--- src/rtl/cpu_types_pkg.sv ---
// Shared CPU-side types: bus word, RAM handshake state, and arbiter grant state.
package cpu_types_pkg;

    typedef logic [31:0] word_t;

    typedef enum logic [1:0] {
        FREE   = 2'd0,
        BUSY   = 2'd1,
        ACCESS = 2'd2,
        ERROR  = 2'd3
    } ramstate_t;

    typedef enum logic [1:0] {
        ARB_IDLE = 2'd0,
        ARB_I    = 2'd1,
        ARB_D    = 2'd2
    } arb_state_t;

endpackage

--- src/rtl/cache_mem_arbiter_if.sv ---
// Cache/RAM-side signal bundle of the memory arbiter; slave is the arbiter's view.
interface cache_mem_arbiter_if;
    import cpu_types_pkg::*;

    logic      halt;
    logic      iREN;
    word_t     iaddr;
    logic      iwait;
    word_t     iload;
    logic      dREN;
    logic      dWEN;
    logic      dlock;
    word_t     daddr;
    word_t     dstore;
    logic      dwait;
    word_t     dload;
    logic      ramREN;
    logic      ramWEN;
    word_t     ramaddr;
    word_t     ramstore;
    word_t     ramload;
    ramstate_t ramstate;
    logic      igrant;
    logic      dgrant;
    logic      arb_err;

    modport slave (
        input  halt, iREN, iaddr, dREN, dWEN, dlock, daddr, dstore, ramload, ramstate,
        output iwait, iload, dwait, dload, ramREN, ramWEN, ramaddr, ramstore,
               igrant, dgrant, arb_err
    );

    modport master (
        output halt, iREN, iaddr, dREN, dWEN, dlock, daddr, dstore, ramload, ramstate,
        input  iwait, iload, dwait, dload, ramREN, ramWEN, ramaddr, ramstore,
               igrant, dgrant, arb_err
    );

endinterface

--- src/rtl/cache_mem_arbiter.sv ---
// Shares the single RAM port between icache and dcache: dcache priority, dcache lock,
// and a starvation limit that forces an icache grant after STARVE_LIMIT dcache grants.
module cache_mem_arbiter
    import cpu_types_pkg::*;
#(
    parameter int unsigned STARVE_LIMIT = 4,
    parameter int unsigned CNT_W        = 3
) (
    input logic                CLK,
    input logic                RST,
    cache_mem_arbiter_if.slave bus
);

    localparam logic [CNT_W-1:0] LIMIT = CNT_W'(STARVE_LIMIT);

    arb_state_t       state_q, state_d;
    logic [CNT_W-1:0] cnt_q, cnt_d;
    logic             err_q, err_d;

    logic d_req;
    logic i_ok;
    logic in_grant;
    logic done;

    function automatic arb_state_t pick(input logic [CNT_W-1:0] cnt,
                                        input logic dreq, input logic iok);
        if (iok && cnt == LIMIT) return ARB_I;
        if (dreq)                return ARB_D;
        if (iok)                 return ARB_I;
        return ARB_IDLE;
    endfunction

    always_comb begin
        d_req    = bus.dREN | bus.dWEN;
        i_ok     = bus.iREN & ~bus.halt;
        in_grant = (state_q != ARB_IDLE);
        done     = in_grant && (bus.ramstate == ACCESS);

        // Arbitration uses the post-completion count so the LIMIT-th dcache grant
        // hands the port to the icache on the very next cycle.
        cnt_d = cnt_q;
        if (!bus.iREN) begin
            cnt_d = '0;
        end else if (done && state_q == ARB_I) begin
            cnt_d = '0;
        end else if (done && state_q == ARB_D && cnt_q != LIMIT) begin
            cnt_d = cnt_q + CNT_W'(1);
        end

        err_d = err_q | (in_grant && bus.ramstate == ERROR);

        state_d = state_q;
        unique case (state_q)
            ARB_IDLE: state_d = pick(cnt_d, d_req, i_ok);
            ARB_I: begin
                if (done)           state_d = pick(cnt_d, d_req, i_ok);
                else if (!bus.iREN) state_d = ARB_IDLE;
            end
            ARB_D: begin
                if (done)                        state_d = bus.dlock ? ARB_D : pick(cnt_d, d_req, i_ok);
                else if (!d_req && !bus.dlock)   state_d = ARB_IDLE;
            end
            default: state_d = ARB_IDLE;
        endcase
    end

    always_ff @(posedge CLK or posedge RST) begin
        if (RST) begin
            state_q <= ARB_IDLE;
            cnt_q   <= '0;
            err_q   <= 1'b0;
        end else begin
            state_q <= state_d;
            cnt_q   <= cnt_d;
            err_q   <= err_d;
        end
    end

    always_comb begin
        bus.igrant   = (state_q == ARB_I);
        bus.dgrant   = (state_q == ARB_D);
        bus.ramREN   = 1'b0;
        bus.ramWEN   = 1'b0;
        bus.ramaddr  = '0;
        bus.ramstore = '0;
        unique case (state_q)
            ARB_I: begin
                bus.ramREN  = bus.iREN;
                bus.ramaddr = bus.iaddr;
            end
            ARB_D: begin
                bus.ramWEN   = bus.dWEN;
                bus.ramREN   = bus.dREN & ~bus.dWEN;
                bus.ramaddr  = bus.daddr;
                bus.ramstore = bus.dstore;
            end
            default: ;
        endcase
        bus.iwait   = ~((state_q == ARB_I) && (bus.ramstate == ACCESS));
        bus.dwait   = ~((state_q == ARB_D) && (bus.ramstate == ACCESS));
        bus.iload   = bus.ramload;
        bus.dload   = bus.ramload;
        bus.arb_err = err_q;
    end

endmodule

--- src/flat_wrapper.sv ---
// flat-port wrapper written by rule: the top's interface ports become plain ports
module cache_mem_arbiter_flat import cpu_types_pkg::*;
#(
    parameter int unsigned STARVE_LIMIT = 4,
    parameter int unsigned CNT_W        = 3
)
  (CLK, RST, bus_halt, bus_iREN, bus_iaddr, bus_dREN, bus_dWEN, bus_dlock, bus_daddr, bus_dstore, bus_ramload, bus_ramstate, bus_iwait, bus_iload, bus_dwait, bus_dload, bus_ramREN, bus_ramWEN, bus_ramaddr, bus_ramstore, bus_igrant, bus_dgrant, bus_arb_err);
  cache_mem_arbiter_if bus_i ();
  input logic CLK;
  input logic RST;
  input wire logic [$bits(bus_i.halt)-1:0] bus_halt;
  input wire logic [$bits(bus_i.iREN)-1:0] bus_iREN;
  input wire logic [$bits(bus_i.iaddr)-1:0] bus_iaddr;
  input wire logic [$bits(bus_i.dREN)-1:0] bus_dREN;
  input wire logic [$bits(bus_i.dWEN)-1:0] bus_dWEN;
  input wire logic [$bits(bus_i.dlock)-1:0] bus_dlock;
  input wire logic [$bits(bus_i.daddr)-1:0] bus_daddr;
  input wire logic [$bits(bus_i.dstore)-1:0] bus_dstore;
  input wire logic [$bits(bus_i.ramload)-1:0] bus_ramload;
  input wire logic [$bits(bus_i.ramstate)-1:0] bus_ramstate;
  output wire logic [$bits(bus_i.iwait)-1:0] bus_iwait;
  output wire logic [$bits(bus_i.iload)-1:0] bus_iload;
  output wire logic [$bits(bus_i.dwait)-1:0] bus_dwait;
  output wire logic [$bits(bus_i.dload)-1:0] bus_dload;
  output wire logic [$bits(bus_i.ramREN)-1:0] bus_ramREN;
  output wire logic [$bits(bus_i.ramWEN)-1:0] bus_ramWEN;
  output wire logic [$bits(bus_i.ramaddr)-1:0] bus_ramaddr;
  output wire logic [$bits(bus_i.ramstore)-1:0] bus_ramstore;
  output wire logic [$bits(bus_i.igrant)-1:0] bus_igrant;
  output wire logic [$bits(bus_i.dgrant)-1:0] bus_dgrant;
  output wire logic [$bits(bus_i.arb_err)-1:0] bus_arb_err;
  assign bus_i.halt = bus_halt;
  assign bus_i.iREN = bus_iREN;
  assign bus_i.iaddr = bus_iaddr;
  assign bus_i.dREN = bus_dREN;
  assign bus_i.dWEN = bus_dWEN;
  assign bus_i.dlock = bus_dlock;
  assign bus_i.daddr = bus_daddr;
  assign bus_i.dstore = bus_dstore;
  assign bus_i.ramload = bus_ramload;
  assign bus_i.ramstate = bus_ramstate;
  assign bus_iwait = bus_i.iwait;
  assign bus_iload = bus_i.iload;
  assign bus_dwait = bus_i.dwait;
  assign bus_dload = bus_i.dload;
  assign bus_ramREN = bus_i.ramREN;
  assign bus_ramWEN = bus_i.ramWEN;
  assign bus_ramaddr = bus_i.ramaddr;
  assign bus_ramstore = bus_i.ramstore;
  assign bus_igrant = bus_i.igrant;
  assign bus_dgrant = bus_i.dgrant;
  assign bus_arb_err = bus_i.arb_err;
  cache_mem_arbiter #(.STARVE_LIMIT(STARVE_LIMIT), .CNT_W(CNT_W)) u_core (.CLK(CLK), .RST(RST), .bus(bus_i));
endmodule
--- config.mk ---
export PLATFORM = sky130hd
export DESIGN_NAME = cache_mem_arbiter_flat
export DESIGN_NICKNAME = d
export VERILOG_FILES = /design/src/rtl/cpu_types_pkg.sv /design/src/rtl/cache_mem_arbiter_if.sv /design/src/rtl/cache_mem_arbiter.sv /design/src/flat_wrapper.sv
export SDC_FILE = /design/constraint.sdc
export NUM_CORES = 1
export LEC_CHECK = 0
export ABC_AREA = 1
export BUFFER_PORTS_ARGS = -buffer_cell sky130_fd_sc_hd__buf_4
export CORE_AREA = 2 2 107 109
export DETAILED_ROUTE_END_ITERATION = 6
export DIE_AREA = 0 0 109 111
export PLACE_DENSITY_LB_ADDON = 0.05
export RECOVER_POWER = 25
export SYNTH_ARGS = -nofsm -noshare
export SYNTH_HDL_FRONTEND = slang
export SYNTH_SLANG_ARGS = --single-unit
--- constraint.sdc ---
create_clock -name CLK -period 2.2 [get_ports CLK]
set_input_delay 0 -clock CLK [delete_from_list [all_inputs] [get_ports CLK]]
set_output_delay 0 -clock CLK [all_outputs]
set_load 0.03 [all_outputs]
# Yosys cells after proc, flatten, opt, wreduce, memory -nomap -nowiden
# Cells that the tools add are included.
dict set report word_totals {
  in_bits 137
  out_inout_bits 135
  ff_bits 6
}
dict set report classes {
  eq_ne 8
  n_mux 51
  bitwise_logic 8
  n_reduce_logical 14
  n_addsub 1
}
# cell n
set op_table {}
lappend op_table {{one-hot mux 32 bit (2 select lines)} 1}
lappend op_table {{2-to-1 mux 2 bit} 17}
lappend op_table {{2-to-1 mux 32 bit} 1}
lappend op_table {{2-to-1 mux 1 bit} 27}
lappend op_table {{logical AND 1 bit} 9}
lappend op_table {{2-to-1 mux 3 bit} 3}
lappend op_table {{equality test 2 bit (second input constant)} 3}
lappend op_table {{one-hot mux 2 bit (3 select lines)} 1}
lappend op_table {{inverter 1 bit} 4}
lappend op_table {{adder 3 x 1 -> 3 bit (second input constant)} 1}
lappend op_table {{equality test 3 bit (second input constant)} 1}
lappend op_table {{inequality test 3 x 1 -> 1 bit (second input constant)} 1}
lappend op_table {{inequality test 3 x 2 -> 1 bit (second input constant)} 1}
lappend op_table {{inequality test 3 bit (second input constant)} 1}
lappend op_table {{bitwise AND 1 bit} 2}
lappend op_table {{equality test 2 x 1 -> 1 bit (second input constant)} 1}
lappend op_table {{logical NOT 1 bit} 2}
lappend op_table {{logical NOT 2 bit} 1}
lappend op_table {{bitwise OR 1 bit} 2}
lappend op_table {{one-hot mux 1 bit (2 select lines)} 1}
lappend op_table {{AND reduction 2 bit} 1}
lappend op_table {{nonzero test 2 bit} 1}

# Depth between registers and ports, before layout
# Gate-level depths: netlist of run 1.
dict set report depth {
  ltp_word 25
  depth_mapped 13
}

# Worst setup path after synthesis of run 1
# OpenSTA, ideal clock, no wires.
dict set report synth_timing {
  kind {reg2out}
  from {reg u_core.state_q[0]}
  to {out bus_ramaddr[23]}
  setup_slack_ps 163
  path_stages_with_launch 8
  arrival_time_ps 2037
  cell_sequence {dfrtp_1 -> inv_1 -> ha_1 -> buf_4 -> buf_2 -> buf_1 -> nand2_1 -> a21oi_1}
}
dict set report synth_between {
  elab_chain_cells 2
}
# element line
set synth_rtl {}
lappend synth_rtl {{start: declaration} cache_mem_arbiter.sv:16} ;# arb_state_t state_q, state_d;
lappend synth_rtl {{start signal: assignment} cache_mem_arbiter.sv:73} ;# state_q <= state_d;
lappend synth_rtl {{equality test 2 bit} --}
lappend synth_rtl {{via bus_dgrant} flat_wrapper.sv:30} ;# output wire logic [$bits(bus_i.dgrant)-1:0] bus_dgrant;
lappend synth_rtl {{one-hot mux 32 bit (2 select lines)} cache_mem_arbiter.sv:86} ;# unique case (state_q)
lappend synth_rtl {{end: declaration} flat_wrapper.sv:27} ;# output wire logic [$bits(bus_i.ramaddr)-1:0] bus_ramaddr;
# The timed path passes the listed nets, and every way through them passes these cells.

# Worst setup path in the final report of run 1
dict set report layout_timing {
  from {reg u_core.state_q[0]}
  to {out bus_ramaddr[14]}
}
dict set report layout_between {
  elab_chain_cells 2
}
# element line
set layout_rtl {}
lappend layout_rtl {{equality test 2 bit / equality test 2 x 1 -> 1 bit (equally long branches)} cache_mem_arbiter.sv:86}
lappend layout_rtl {{one-hot mux 32 bit (2 select lines) *} cache_mem_arbiter.sv:86}
# Every way passes the cells marked *; elsewhere a longest branch is shown, timed or not.

==> flow_summary.json, run 1 <==
{
  "hold_ws_ns": 0.0000146,
  "die_area_mm2": 0.0121,
  "final_cell_mix": "179 x sky130_fd_sc_hd__buf_4, 115 x sky130_fd_sc_hd__nand2_1, 47 x sky130_fd_sc_hd__inv_1",
  "ctsRootBufferMaster": "sky130_fd_sc_hd__clkbuf_16",
  "grt_first_pass_wirelength_mm": 10.3,
  "synthesis.nets": 455,
  "hp-class": "input port to primary output",
  "grt_pass1_vias": 2122,
  "fp.dieH_um": 111,
  "synth.distinct_cells": 22,
  "period_needed_ns": 1.81,
  "worst_setup_hold_path_clk_slew_ns": 0.03,
  "critPathLaunchType": "flip-flop",
  "grt_remaining_overflow": 0,
  "power_frac_clock": 0.113,
  "seq_power_share": 0.053,
  "max_slew.worst_pin.slew_ns": 0.405,
  "number_of_antenna_violations_at_the_first_check_in_global_routing": 0,
  "ys_ff_latch": 6,
  "placement.cell_area_mm2": 0.00269,
  "path_class": "flip-flop to primary output",
  "seq_area_frac_synth": 0.0879,
  "power_density_relative_to_cell_area_mw_per_mm2": 961,
  "post_syn_area_mm2": 0.00171,
  "layout-area-overhead-vs-synth_pct": 62.6,
  "setup_viol_count_final": 0,
  "detailroute.via_count": 2165,
  "cts_buffer_depth": 2,
  "number_of_cts_inserted_buffers": 3,
  "fin_crit_sh": 0.824,
  "vias_per_cell": 3.87,
  "post_cts.repair.setup_buffers": 0,
  "routed_wire_length_per_instance_um": 12.2,
  "routed_wl_mm": 6.83,
  "status": "finished clean",
  "stdcell_area_mm2": 0.00278,
  "grt_use_total": 0.109,
  "stdcell_count": 559,
  "floorplan.io_pins": 272,
  "die_width_um": 109,
  "place.gp.congestion": 0.829,
  "drt_first_iter_violations": 87,
  "fin_nets": 561,
  "portBuffers": 175,
  "place_hpwl_mm": 5.53,
  "dr.pass1.iters": 4,
  "final.setup_skew_ns": 0.00152,
  "antenna_violating_nets_post_route": 0,
  "detail_route.drc_violations": 0,
  "cap_viol_max_count": 0,
  "postSynthCellCount": 312,
  "cts_sinks": 6,
  "synth_area_leaders": "sky130_fd_sc_hd__buf_4 29%, sky130_fd_sc_hd__nand2_1 25%, sky130_fd_sc_hd__inv_1 10%, sky130_fd_sc_hd__a21oi_1 9.7%, sky130_fd_sc_hd__dfrtp_1 8.8%",
  "core.rowCount": 39,
  "most_common_library_cell_in_the_layout_ignoring_fill_and_taps": "sky130_fd_sc_hd__buf_4",
  "layout.core_utilization": 0.251,
  "p_leak_nw": 1.64,
  "cp-end-kind": "primary output",
  "yosys_warnings": 0,
  "worstPathArrival_ns": 1.81,
  "syn_area_per_cell_um2": 5.47,
  "hold_viol_final": 0,
  "setup_total_negative_slack_ns": 0,
  "yosysTopAreaCellShare": 0.286,
  "starting_density_of_the_core": 0.154,
  "antenna-diode-count": 0,
  "tritoncts": "done",
  "rsz0062_at_grt": "no",
  "coreArea_mm2": 0.0111,
  "timing.final.max_slew_violations": 0,
  "grt_max_degree": 35,
  "layout-drive-gt1-share": 0.459,
  "worst-path-max-fanout": 33,
  "net-switching-power_w": 0.00154,
  "max_clock_freq_mhz": 552,
  "logic_pwr_share": 0.834,
  "dp_cells": 555,
  "relSlewSlack": 0.727,
  "crit_required_ns": 2.20,
  "vdd_ir_drop_max_mv": 0.275,
  "intPower_w": 0.00113,
  "clock_latency_ns": 0.23,
  "htreeDepth": 1,
  "yosysTopAreaCell": "sky130_fd_sc_hd__buf_4",
  "netSwitchingFraction": 0.577
}
[cells in the mapped netlist, drive strengths merged]
cell type / n
nor2: 6
ha: 6
nand3: 7
a21boi: 1
nand2: 115
or2: 1
o21ai: 1
nand3b: 3
a31o: 2
dfrtp: 6
inv: 49
a21oi: 34
clkbuf: 6
buf: 73
nand4: 2
[layer usage]
| layer | part of all wire | GRT usage | vias to the layer above |
|---|---|---|---|
| li1 | - | - | 1077 |
| met1 | 0.35 | 0.107 | 934 |
| met2 | 0.51 | 0.211 | 117 |
| met3 | 0.10 | 0.0176 | 37 |
| met4 | 0.039 | 0.0556 | 0 |
| met5 | 0 | 0 | - |
[sequential cells by signal, indices dropped and copies added, names as in the netlist]
name and flops:
u_core.bus.arb_err 1, u_core.cnt_q 3, u_core.state_q 2
[what timing repair did]
| action | in CTS | in global routing |
|---|---|---|
| endpoints found under the hold margin | 6 | 0 |
| gates resized for setup | 0 | 0 |
| hold buffers | 1 | 0 |
[final timing paths]
path	start	to	slack (ns)	depth (start not counted)
setup / recovery	u_core.state_q[0]	bus_ramaddr[14]	0.39	6
hold / removal	bus_ramload[31]	bus_dload[31]	0.00001	0
setup reg to reg	u_core.state_q[0]	u_core.state_q[1]	0.47	13
hold reg to reg	u_core.bus.arb_err	u_core.bus.arb_err	0.47	1
max in group asynchronous	RST	u_core.state_q[1]	1.72	3
min in group asynchronous	RST	u_core.cnt_q[0]	0.26	3
[critical path: stages, from the launching register on]
cell and delay [ns]:
sky130_fd_sc_hd__dfrtp_1 0.40, sky130_fd_sc_hd__inv_1 0.10, sky130_fd_sc_hd__ha_2 0.24, sky130_fd_sc_hd__buf_4 0.36, sky130_fd_sc_hd__nand2_1 0.09, sky130_fd_sc_hd__a21oi_1 0.16, sky130_fd_sc_hd__buf_4 0.19
[final cells by class]
class,instances,area (um^2)
Sequential cell,6,150
Tap cell,143,179
Fill cell,1278,8300
Inverter,49,184
Timing Repair Buffer,180,1350
Multi-Input combinational cell,178,835
Clock buffer,3,75.1
[cells by family (layout without fill, tap and decap cells)]
| family | after synthesis | in the layout | synth area share |
|---|---|---|---|
| AO/OA/AOI/OAI | 38 | 38 | 0.119 |
| buffers and inverters | 128 | 232 | 0.425 |
| AND/OR/NAND/NOR | 134 | 134 | 0.324 |
| flip-flops | 6 | 6 | 0.0879 |
| adder cells (fa/ha/maj) | 6 | 6 | 0.0440 |
[through the flow]
| step | worst slack, ns | total power, W |
|---|---|---|
| 6_report | 0.387 | 0.00267 |
| 5_1_grt | 0.192 | 0.00289 |
| 4_1_cts | 0.353 | 0.00274 |
| 3_5_place_dp | 0.465 | 0.00242 |
| 3_3_place_gp | 0.482 | 0.00245 |
| 2_1_floorplan | 0.163 | 0.00175 |
[power by group through the flow]
stage / logic [W] / clock network (W) / registers, W
6_report: 0.00223 / 0.000302 / 0.000142
5_1_grt: 0.00243 / 0.000312 / 0.000146
4_1_cts: 0.00229 / 0.000310 / 0.000141
3_5_place_dp: 0.00227 / 0 / 0.000143
3_3_place_gp: 0.00231 / 0 / 0.000142
2_1_floorplan: 0.00161 / 0 / 0.000141
Note: power is estimated with default switching activity, not from simulation.
==> inputs of run 2 (changes only) <==
==> constraint.sdc (replaced) <==
create_clock -name CLK -period 1.8 [get_ports CLK]
set_input_delay 0 -clock CLK [delete_from_list [all_inputs] [get_ports CLK]]
set_output_delay 0 -clock CLK [all_outputs]
set_load 0.03 [all_outputs]
==> run 2 against run 1 <==
First-iteration DRC count decreased by 20%. Sequential share of layout area decreased by 0.53 points. Hold slack is essentially flat. Routed wire length fell by 2.3%. Critical path depth is 5 higher. Final cell count up 1.6%. Combinational power grew 42%. Critical path type is now flip-flop to flip-flop. Critical endpoint is now u_core.state_q[1]. Largest cell class unchanged.
==> flow_summary.json, run 2 (same netlist as run 1, synthesis figures left out) <==
{
  "grt_use_total": 0.104,
  "number_of_antenna_violations_at_the_first_check_in_global_routing": 0,
  "timing.final.max_slew_violations": 0,
  "stdcell_area_mm2": 0.00310,
  "detailroute.via_count": 2173,
  "die_width_um": 109,
  "reg2reg_setup_slack_ns": 0.15,
  "power_density_relative_to_cell_area_mw_per_mm2": 1190,
  "clock_latency_ns": 0.23,
  "cts_sinks": 6,
  "vdd_ir_drop_max_mv": 0.373,
  "antenna_violating_nets_post_route": 0,
  "coreArea_mm2": 0.0111,
  "worst-path-max-fanout": 5,
  "antenna-diode-count": 0,
  "portBuffers": 175,
  "routed_wl_mm": 6.68,
  "die_area_mm2": 0.0121,
  "fp.dieH_um": 111,
  "routed-wl-met2_mm": 3.47,
  "layout-drive-gt1-share": 0.565,
  "grt_max_degree": 47,
  "cts_buffer_depth": 2,
  "cap_viol_max_count": 0,
  "end_point_of_the_worst_hold_path": "bus_dload[3]",
  "dp_cells": 559,
  "worst_setup_hold_path_clk_slew_ns": 0.04,
  "cp-end-kind": "flip-flop",
  "ctsRootBufferMaster": "sky130_fd_sc_hd__clkbuf_16",
  "drt_first_iter_violations": 70,
  "layout.core_utilization": 0.280,
  "fin_crit_sh": 0.919,
  "p_leak_nw": 1.71,
  "highest_layer": "met4",
  "placement.cell_area_mm2": 0.00290,
  "timing.rr.end": "u_core.state_q[1]",
  "routed-wl-met3_um": 737,
  "setup_viol_count_final": 0,
  "core.rowCount": 39,
  "final_cell_mix": "185 x sky130_fd_sc_hd__buf_4, 114 x sky130_fd_sc_hd__nand2_1, 44 x sky130_fd_sc_hd__inv_1",
  "routedLengthMet1_mm": 2.30,
  "max_clock_freq_mhz": 604,
  "status": "finished clean",
  "crit_required_ns": 1.92,
  "starting_density_of_the_core": 0.154,
  "fillers": 1234,
  "routed_wire_length_per_instance_um": 11.8,
  "grt_pass1_vias": 2107,
  "reg2reg_from": "u_core.state_q[1]",
  "critPathLaunchType": "flip-flop",
  "dr.pass1.iters": 4,
  "worstPathArrival_ns": 1.77,
  "rr_worst_depth": 11,
  "detail_route.drc_violations": 0,
  "number_of_cts_inserted_buffers": 3,
  "most_common_library_cell_in_the_layout_ignoring_fill_and_taps": "sky130_fd_sc_hd__buf_4",
  "vias_per_cell": 3.83,
  "htreeDepth": 1,
  "final.setup_skew_ns": 0.00381,
  "hold_ws_ns": 0.0000126,
  "min_path_cells": 0,
  "hold_viol_final": 0,
  "period_needed_ns": 1.65,
  "hp-class": "input port to primary output",
  "stdcell_count": 568,
  "relSlewSlack": 0.781,
  "max_slew.worst_pin.slew_ns": 0.326,
  "max_reg_flops": 3,
  "tritoncts": "done",
  "grt_remaining_overflow": 0,
  "path_class": "flip-flop to flip-flop",
  "largest_register": "u_core.cnt_q",
  "fin_nets": 570,
  "place.gp.congestion": 0.775,
  "timing.hold.worst.start": "bus_ramload[3]",
  "place_hpwl_mm": 5.56,
  "layout-area-overhead-vs-synth_pct": 81.6,
  "floorplan.io_pins": 272,
  "grt_first_pass_wirelength_mm": 10.0
}
## run 2: per-stage QoR
step                      setup slack [ns]  setup TNS (ns)  total power [W]
after floorplan                    -0.0300         -0.0376          0.00236
after global placement              0.0944               0          0.00325
after detailed placement            0.0420               0          0.00323
after CTS                          0.00652               0          0.00361
after global routing              -0.00789        -0.00789          0.00400
final                                0.145               0          0.00370
## run 2: power by group
part           total (W)  internal, W  switching [W]  leakage (nW)
Combinational    0.00316      0.00119        0.00198          1.59
Sequential      0.000182     0.000158      0.0000246        0.0753
Clock           0.000359     0.000285      0.0000743        0.0370
## run 2: critical path, stage by stage, from the launching register on
cell	delay, ns
sky130_fd_sc_hd__dfrtp_2	0.41
sky130_fd_sc_hd__buf_6	0.11
sky130_fd_sc_hd__ha_4	0.16
sky130_fd_sc_hd__nand3_4	0.10
sky130_fd_sc_hd__nor2_4	0.16
sky130_fd_sc_hd__nand3_2	0.08
sky130_fd_sc_hd__a21oi_2	0.14
sky130_fd_sc_hd__nand4_1	0.11
sky130_fd_sc_hd__nand2_1	0.11
sky130_fd_sc_hd__nand2_1	0.06
sky130_fd_sc_hd__nand2_1	0.05
sky130_fd_sc_hd__nand2_1	0.05
## run 2: area by class of cell
class,count,area [um^2],share of cell area
clock buffers,3,75.1,0.0242
inverters,49,191,0.0617
multi-input cells,178,1060,0.342
flip-flops and latches,6,151,0.0488
well taps,143,179,0.0577
repair buffers,189,1450,0.466
## run 2: what timing repair did
| action | 4_1_cts | 5_1_grt |
|---|---|---|
| pin swaps | 0 | 7 |
| hold buffers | 1 | 0 |
| endpoints found under the setup margin | 30 | 33 |
| hold endpoints to repair | 6 | 0 |
| buffers inserted | 0 | 5 |
| resized for setup | 1 | 20 |
## run 2: per-layer routing
layer,track usage,vias up
li1,-,1094
met1,0.106,927
met2,0.198,130
met3,0.0253,22
met4,0.0359,0
met5,0,-
## run 2: worst max path at each step
stage | from | endpoint | depth (start not counted)
after floorplan | u_core.state_q[0] | u_core.state_q[1] | 12
after global placement | u_core.state_q[1] | u_core.state_q[1] | 13
after detailed placement | u_core.state_q[1] | u_core.state_q[1] | 13
after CTS | u_core.state_q[0] | bus_ramaddr[2] | 6
after global routing | u_core.state_q[1] | u_core.state_q[1] | 13
final | u_core.state_q[1] | u_core.state_q[1] | 11
